## config.mk

```make
export PLATFORM = sky130hd
export DESIGN_NAME = usr_cmd_sequencer_flat
export DESIGN_NICKNAME = d
export VERILOG_FILES = /design/src/rtl/usr_cmd_sequencer_if.sv /design/src/rtl/usr_cmd_sequencer.sv /design/src/flat_wrapper.sv
export SDC_FILE = /design/constraint.sdc
export NUM_CORES = 1
export LEC_CHECK = 0
export BUFFER_PORTS_ARGS = -buffer_cell sky130_fd_sc_hd__buf_4
export CAP_MARGIN = 20
export CORE_MARGIN = 8
export CORE_UTILIZATION = 40
export CTS_BUF_LIST = sky130_fd_sc_hd__clkbuf_4 sky130_fd_sc_hd__clkbuf_8
export DETAILED_ROUTE_END_ITERATION = 10
export SLEW_MARGIN = 20
export SYNTH_ARGS = -nofsm -noshare
export SYNTH_HDL_FRONTEND = slang
export SYNTH_SLANG_ARGS = --single-unit
```

## constraint.sdc

```tcl
create_clock -name CLK -period 2.7 [get_ports CLK]
set_clock_uncertainty 0.2 [all_clocks]
set_input_delay 0.27 -clock CLK [delete_from_list [all_inputs] [get_ports CLK]]
set_output_delay 0.27 -clock CLK [all_outputs]
set_load 0.01 [all_outputs]
```

## src/rtl/usr_cmd_sequencer_if.sv

```systemverilog
// rtl/usr_cmd_sequencer_if.sv - command handshake bundle for the shift-register sequencer
interface usr_cmd_sequencer_if;
  logic       cmd_valid;
  logic       cmd_ready;
  logic [1:0] cmd_op;
  logic [2:0] cmd_cnt;
  logic [3:0] cmd_data;
  logic       cmd_si;

  modport master (output cmd_valid, cmd_op, cmd_cnt, cmd_data, cmd_si, input cmd_ready);
  modport slave  (input cmd_valid, cmd_op, cmd_cnt, cmd_data, cmd_si, output cmd_ready);
endinterface

```

## src/rtl/usr_cmd_sequencer.sv

```systemverilog
// rtl/usr_cmd_sequencer.sv - drives a 4-bit universal shift register from one-shot commands
module usr_cmd_sequencer (
  input  logic                 CLK,
  input  logic                 RES,
  usr_cmd_sequencer_if.slave   cmd,
  output logic                 S1,
  output logic                 S0,
  output logic                 si,
  output logic                 I0,
  output logic                 I1,
  output logic                 I2,
  output logic                 I3,
  output logic                 busy,
  output logic                 done,
  output logic                 M0,
  output logic                 M1,
  output logic                 M2,
  output logic                 M3
);
  typedef enum logic [1:0] {IDLE, LOAD, SHIFT, DONE} state_t;

  state_t     state, state_n;
  logic [2:0] cnt_q, cnt_n;
  logic [1:0] op_q, op_n;
  logic       fill_q, fill_n;
  logic [1:0] mode_q, mode_n;
  logic       si_q, si_n;
  logic [3:0] ld_q, ld_n;
  logic [3:0] mir_q, mir_n;
  logic       ready_q, busy_q, done_q;
  logic       hs;

  assign hs = cmd.cmd_valid && ready_q && (state == IDLE);

  always_ff @(posedge CLK or negedge RES) begin
    if (!RES) begin
      state <= IDLE;
    end else begin
      state <= state_n;
    end
  end

  always_comb begin
    state_n = state;
    cnt_n   = cnt_q;
    op_n    = op_q;
    fill_n  = fill_q;
    ld_n    = ld_q;
    case (state)
      IDLE: begin
        if (hs) begin
          op_n   = cmd.cmd_op;
          fill_n = cmd.cmd_si;
          if (cmd.cmd_op == 2'b11) begin
            state_n = LOAD;
            ld_n    = cmd.cmd_data;
          end else if (cmd.cmd_op != 2'b00 && cmd.cmd_cnt != 3'd0) begin
            state_n = SHIFT;
            cnt_n   = cmd.cmd_cnt;
          end else begin
            state_n = DONE;
          end
        end
      end
      LOAD:  state_n = DONE;
      SHIFT: begin
        cnt_n = cnt_q - 3'd1;
        if (cnt_q == 3'd1) state_n = DONE;
      end
      DONE:  state_n = IDLE;
      default: state_n = IDLE;
    endcase
  end

  // Output registers present the mode of the state being entered, so they line up with it.
  always_comb begin
    mode_n = 2'b00;
    si_n   = 1'b0;
    if (state_n == LOAD) begin
      mode_n = 2'b11;
    end else if (state_n == SHIFT) begin
      mode_n = op_n;
      si_n   = fill_n;
    end
  end

  // The mirror follows what the shift register captures at the edge closing each mode cycle.
  always_comb begin
    mir_n = mir_q;
    case (mode_q)
      2'b11:   mir_n = ld_q;
      2'b01:   mir_n = {si_q, mir_q[3:1]};
      2'b10:   mir_n = {mir_q[2:0], si_q};
      default: mir_n = mir_q;
    endcase
  end

  always_ff @(posedge CLK or negedge RES) begin
    if (!RES) begin
      cnt_q   <= 3'd0;
      op_q    <= 2'b00;
      fill_q  <= 1'b0;
      mode_q  <= 2'b00;
      si_q    <= 1'b0;
      ld_q    <= 4'd0;
      mir_q   <= 4'd0;
      ready_q <= 1'b0;
      busy_q  <= 1'b0;
      done_q  <= 1'b0;
    end else begin
      cnt_q   <= cnt_n;
      op_q    <= op_n;
      fill_q  <= fill_n;
      mode_q  <= mode_n;
      si_q    <= si_n;
      ld_q    <= ld_n;
      mir_q   <= mir_n;
      ready_q <= (state_n == IDLE);
      busy_q  <= (state_n != IDLE);
      done_q  <= (state_n == DONE);
    end
  end

  assign cmd.cmd_ready = ready_q;
  assign S1   = mode_q[1];
  assign S0   = mode_q[0];
  assign si   = si_q;
  assign I0   = ld_q[0];
  assign I1   = ld_q[1];
  assign I2   = ld_q[2];
  assign I3   = ld_q[3];
  assign busy = busy_q;
  assign done = done_q;
  assign M0   = mir_q[0];
  assign M1   = mir_q[1];
  assign M2   = mir_q[2];
  assign M3   = mir_q[3];
endmodule

```

## src/flat_wrapper.sv

```systemverilog
// flat-port wrapper written by rule: the top's interface ports become plain ports
module usr_cmd_sequencer_flat 
  (CLK, RES, S1, S0, si, I0, I1, I2, I3, busy, done, M0, M1, M2, M3, cmd_cmd_valid, cmd_cmd_op, cmd_cmd_cnt, cmd_cmd_data, cmd_cmd_si, cmd_cmd_ready);
  usr_cmd_sequencer_if cmd_i ();
  input  logic CLK;
  input  logic RES;
  output logic S1;
  output logic S0;
  output logic si;
  output logic I0;
  output logic I1;
  output logic I2;
  output logic I3;
  output logic busy;
  output logic done;
  output logic M0;
  output logic M1;
  output logic M2;
  output logic M3;
  input wire logic [$bits(cmd_i.cmd_valid)-1:0] cmd_cmd_valid;
  input wire logic [$bits(cmd_i.cmd_op)-1:0] cmd_cmd_op;
  input wire logic [$bits(cmd_i.cmd_cnt)-1:0] cmd_cmd_cnt;
  input wire logic [$bits(cmd_i.cmd_data)-1:0] cmd_cmd_data;
  input wire logic [$bits(cmd_i.cmd_si)-1:0] cmd_cmd_si;
  output wire logic [$bits(cmd_i.cmd_ready)-1:0] cmd_cmd_ready;
  assign cmd_i.cmd_valid = cmd_cmd_valid;
  assign cmd_i.cmd_op = cmd_cmd_op;
  assign cmd_i.cmd_cnt = cmd_cmd_cnt;
  assign cmd_i.cmd_data = cmd_cmd_data;
  assign cmd_i.cmd_si = cmd_cmd_si;
  assign cmd_cmd_ready = cmd_i.cmd_ready;
  usr_cmd_sequencer u_core (.CLK(CLK), .RES(RES), .cmd(cmd_i), .S1(S1), .S0(S0), .si(si), .I0(I0), .I1(I1), .I2(I2), .I3(I3), .busy(busy), .done(done), .M0(M0), .M1(M1), .M2(M2), .M3(M3));
endmodule
```

==> metrics.md <==
| Metric | Value |
|---|---|
| Ys Warns | 0 |
| Via density | 5.03 |
| Setup crit start kind | register |
| Flop pwr share | 35.2% |
| DRC Markers | 0 |
| Synth area leaders | dfrtp_1 49%, ha_1 9.9%, mux2_2 7.0%, o21ai_0 4.9%, inv_1 3.3% |
| Mapped Cells | 104 |
| Die height | 69.2 µm |
| Area Overhead vs Synth | 30.2% |
| Antenna violations before repair | 0 |
| Clk_lat worst skew | 0.31 ns |
| Design Area, Final | 1470 µm² |
| Pint | 0.00102 W |
| Switch Pwr | 0.000642 W |
| Status | finished, final reports clean |
| Final Critical Period | 2.09 ns |
| Hold path depth | 2 |
| Synth top cells by count | 22 x dfrtp_1, 11 x o21ai_0, 10 x inv_1, 10 x nand2_1, 9 x ha_1 |
| Row count | 19 |
| R2r startpoint | u_core.state[0] |
| Hold_sp | cmd_cmd_op[1] |
| GRT Total Usage | 9.93% |
| H-tree depth | 1 |
| Worst-Margin Slew | 0.442 ns |
| Root buf cell | clkbuf_4 |
| Max cap viols | 0 |
| CP Class | register to register |
| DR WL/cell | 13.9 µm |
| Post-Syn Nets | 126 |
| Final wirelength | 2.37 mm |
| Chip Width | 69.2 µm |
| Peak VDD IR | 0.570 mV |
| Worst Path Required | 2.71 ns |
| Post-CTS setup buffers | 0 |
| Clk pwr share | 15.4% |
| Top FF cell, synth | dfrtp_1 |
| Lkg Pwr | 0.722 nW |
| Final Net Count | 162 |
| Clock buffer depth | 2 |
| Boundary pin count | 27 |
| IO buf count | 26 |
| Share of layout cells above drive strength 1 | 30.9% |
| Worst-path cell chain | inv_1 > ha_1 > nand3_4 > or3_4 > a31oi_4 > inv_2 > and2_1 |
| Combinational fraction of design power | 49.4% |
| Worst setup path start | u_core.state[0] |
| Average size of a mapped cell | 10.9 µm² |
| DR vias | 855 |
| Die footprint | 4790 µm² |
| First-pass GRT wire length | 3.97 mm |
| Top-count cell post-synth | dfrtp_1 |
| Total CTS buffers | 3 |
| Crit Path Max Fanout | 7 |
| Pre-antenna DRT Iters | 4 |
| Post-DP HPWL | 1.82 mm |
| Bufs and invs on worst path | 2 |
| Setup TNS Final | 0 ns |
| Cell depth of the worst setup path | 7 |
| Clk pin slew, worst setup/hold paths | 0.13 ns |
| CORE AREA | 2730 µm² |
| Mapped cell area | 1130 µm² |
| Max-slew violations | 0 |
| Period utilisation layout | 77.3% |
| DRT iter0 DRCs | 40 |
| Placed instance area | 1360 µm² |
| Number of synthesized flops with an enable pin | 0 |
| Register bit total from synthesis | 22 |
| Number of global-route vias before repair | 848 |
| Power density over the cells | 1130 nW/µm² |
| CP Capture Type | register |
| Ant diodes | 0 |
| Post-synthesis sequential area ratio | 48.6% |
| Largest net degree at the start of global routing | 23 |
| Critical Path AT | 2.10 ns |
| Sw frac | 38.6% |
| FMAX | 479 MHz |
| Relative slew slack | 70.5% |
| Worst R2R Path Depth | 7 |
| Yosys top cell by area | dfrtp_1 |
| Sink Count | 22 |
| Slowest CP cell | or3_4 |
| Tightest Hold Check Type | primary input to register |
| Starting Density | 41.4% |
| Post-route ant nets | 0 |
| Cell family with most CP delay | simple AND/OR/NAND/NOR gates |
| TritonCTS clock tree | yes |
| Yosys top cell area share | 48.6% |
| GRT overflow | 0 |
| Hold Fails Final Rpt | 0 |
| Filler Cell Count | 233 |
| Async SR Flop Fraction | 100% |
| Crit-path max cell delay | 0.43 ns |
| Final-report setup violation count | 0 |
| GPL Wtd Cong | 0.789 |
| Netlist cell types | 28 |
| RSZ-0062 raised after global routing | no |
-- layout by cell type, fill, tap and decap left out, types with 2 or more instances in the layout --
master          n
nand3_1         2
mux2_2          7
nor2_1          7
nand2b_1        2
ha_1            9
dlygate4sd3_1   6
nand2_1        10
nor2b_1         2
a22oi_1         4
a21oi_1         2
dfrtp_1        22
o21ai_0        11
buf_4          26
clkbuf_4        3
inv_1          10
-- power groups by stage --
stage,logic [W],registers [W],clock network [W]
after floorplan,0.000515,0.000611,0
after global routing,0.000927,0.000601,0.000272
final,0.000821,0.000586,0.000256
after CTS,0.000834,0.000585,0.000263
after detailed placement,0.000825,0.000591,0
after global placement,0.000813,0.000589,0
-- flip-flops by register name, summed over array words and instances (netlist names), 2 cells and up --
name,flops
u_core.cnt_q,3
u_core.ld_q,4
u_core.mir_q,4
u_core.mode_q,2
u_core.op_q,2
u_core.state,2
-- path summary, 6_finish.rpt --
path / to / slack, ns
worst min-delay path: u_core.op_q[1] / 0.03
min in group asynchronous: u_core.mir_q[2] / 0.16
worst min register to register: u_core.op_q[1] / 0.31
max in group asynchronous: u_core.state[0] / 1.92
worst max-delay path: u_core.done / 0.61
worst max register to register: u_core.done / 0.61
-- routing by layer --
layer | up-vias | wire length [µm] | GRT usage, %
met3 | 2 | 129 | 2.86
met2 | 23 | 1160 | 16.3
li1 | 427 | - | -
met5 | - | 0 | 0
met1 | 403 | 1060 | 11.8
met4 | 0 | 19 | 4.10
-- cell families (layout without fill, tap and decap cells) --
group,count (synthesis),in the layout,synth area share (%)
AOI/OAI and AO/OA,24,24,15.9
xor gates and xnor gates,1,1,0.774
adders and majority gates,9,9,9.94
buffers and inverters,12,47,4.09
DFF,22,22,48.6
muxes,8,8,7.85
and+or+nand+nor,28,28,12.8
-- cell type report --
type | instances | area (µm²) | share of cell area (%)
clock buffers | 3 | 22.5 | 1.53
repair buffers | 32 | 255 | 17.3
flip-flops and latches | 22 | 551 | 37.4
clock inverters | 1 | 30.0 | 2.04
inverters | 11 | 41.3 | 2.80
well taps | 31 | 38.8 | 2.63
multi-input cells | 70 | 536 | 36.3
-- stage by stage --
step                      setup WS (ns)  util [%]  instances  total power, W  hold slack (ns)
after CTS                         0.606      53.9        170         0.00168           0.0186
after global placement            0.661      49.8        160         0.00140          -0.0208
after detailed placement          0.626      49.8        160         0.00142          -0.0192
final                             0.614      53.9        170         0.00166           0.0279
after global routing              0.455      53.9        170         0.00180           0.0265
after floorplan                   0.761         -        104         0.00113           -0.226
-- what timing repair did --
| action | CTS | global route |
|---|---|---|
| gates resized for setup | 0 | 0 |
| hold endpoints to repair | 27 | 0 |
| hold buffers | 6 | 0 |
| setup endpoints to repair | 0 | 0 |
No activity file was read; power rests on OpenSTA's default activity.
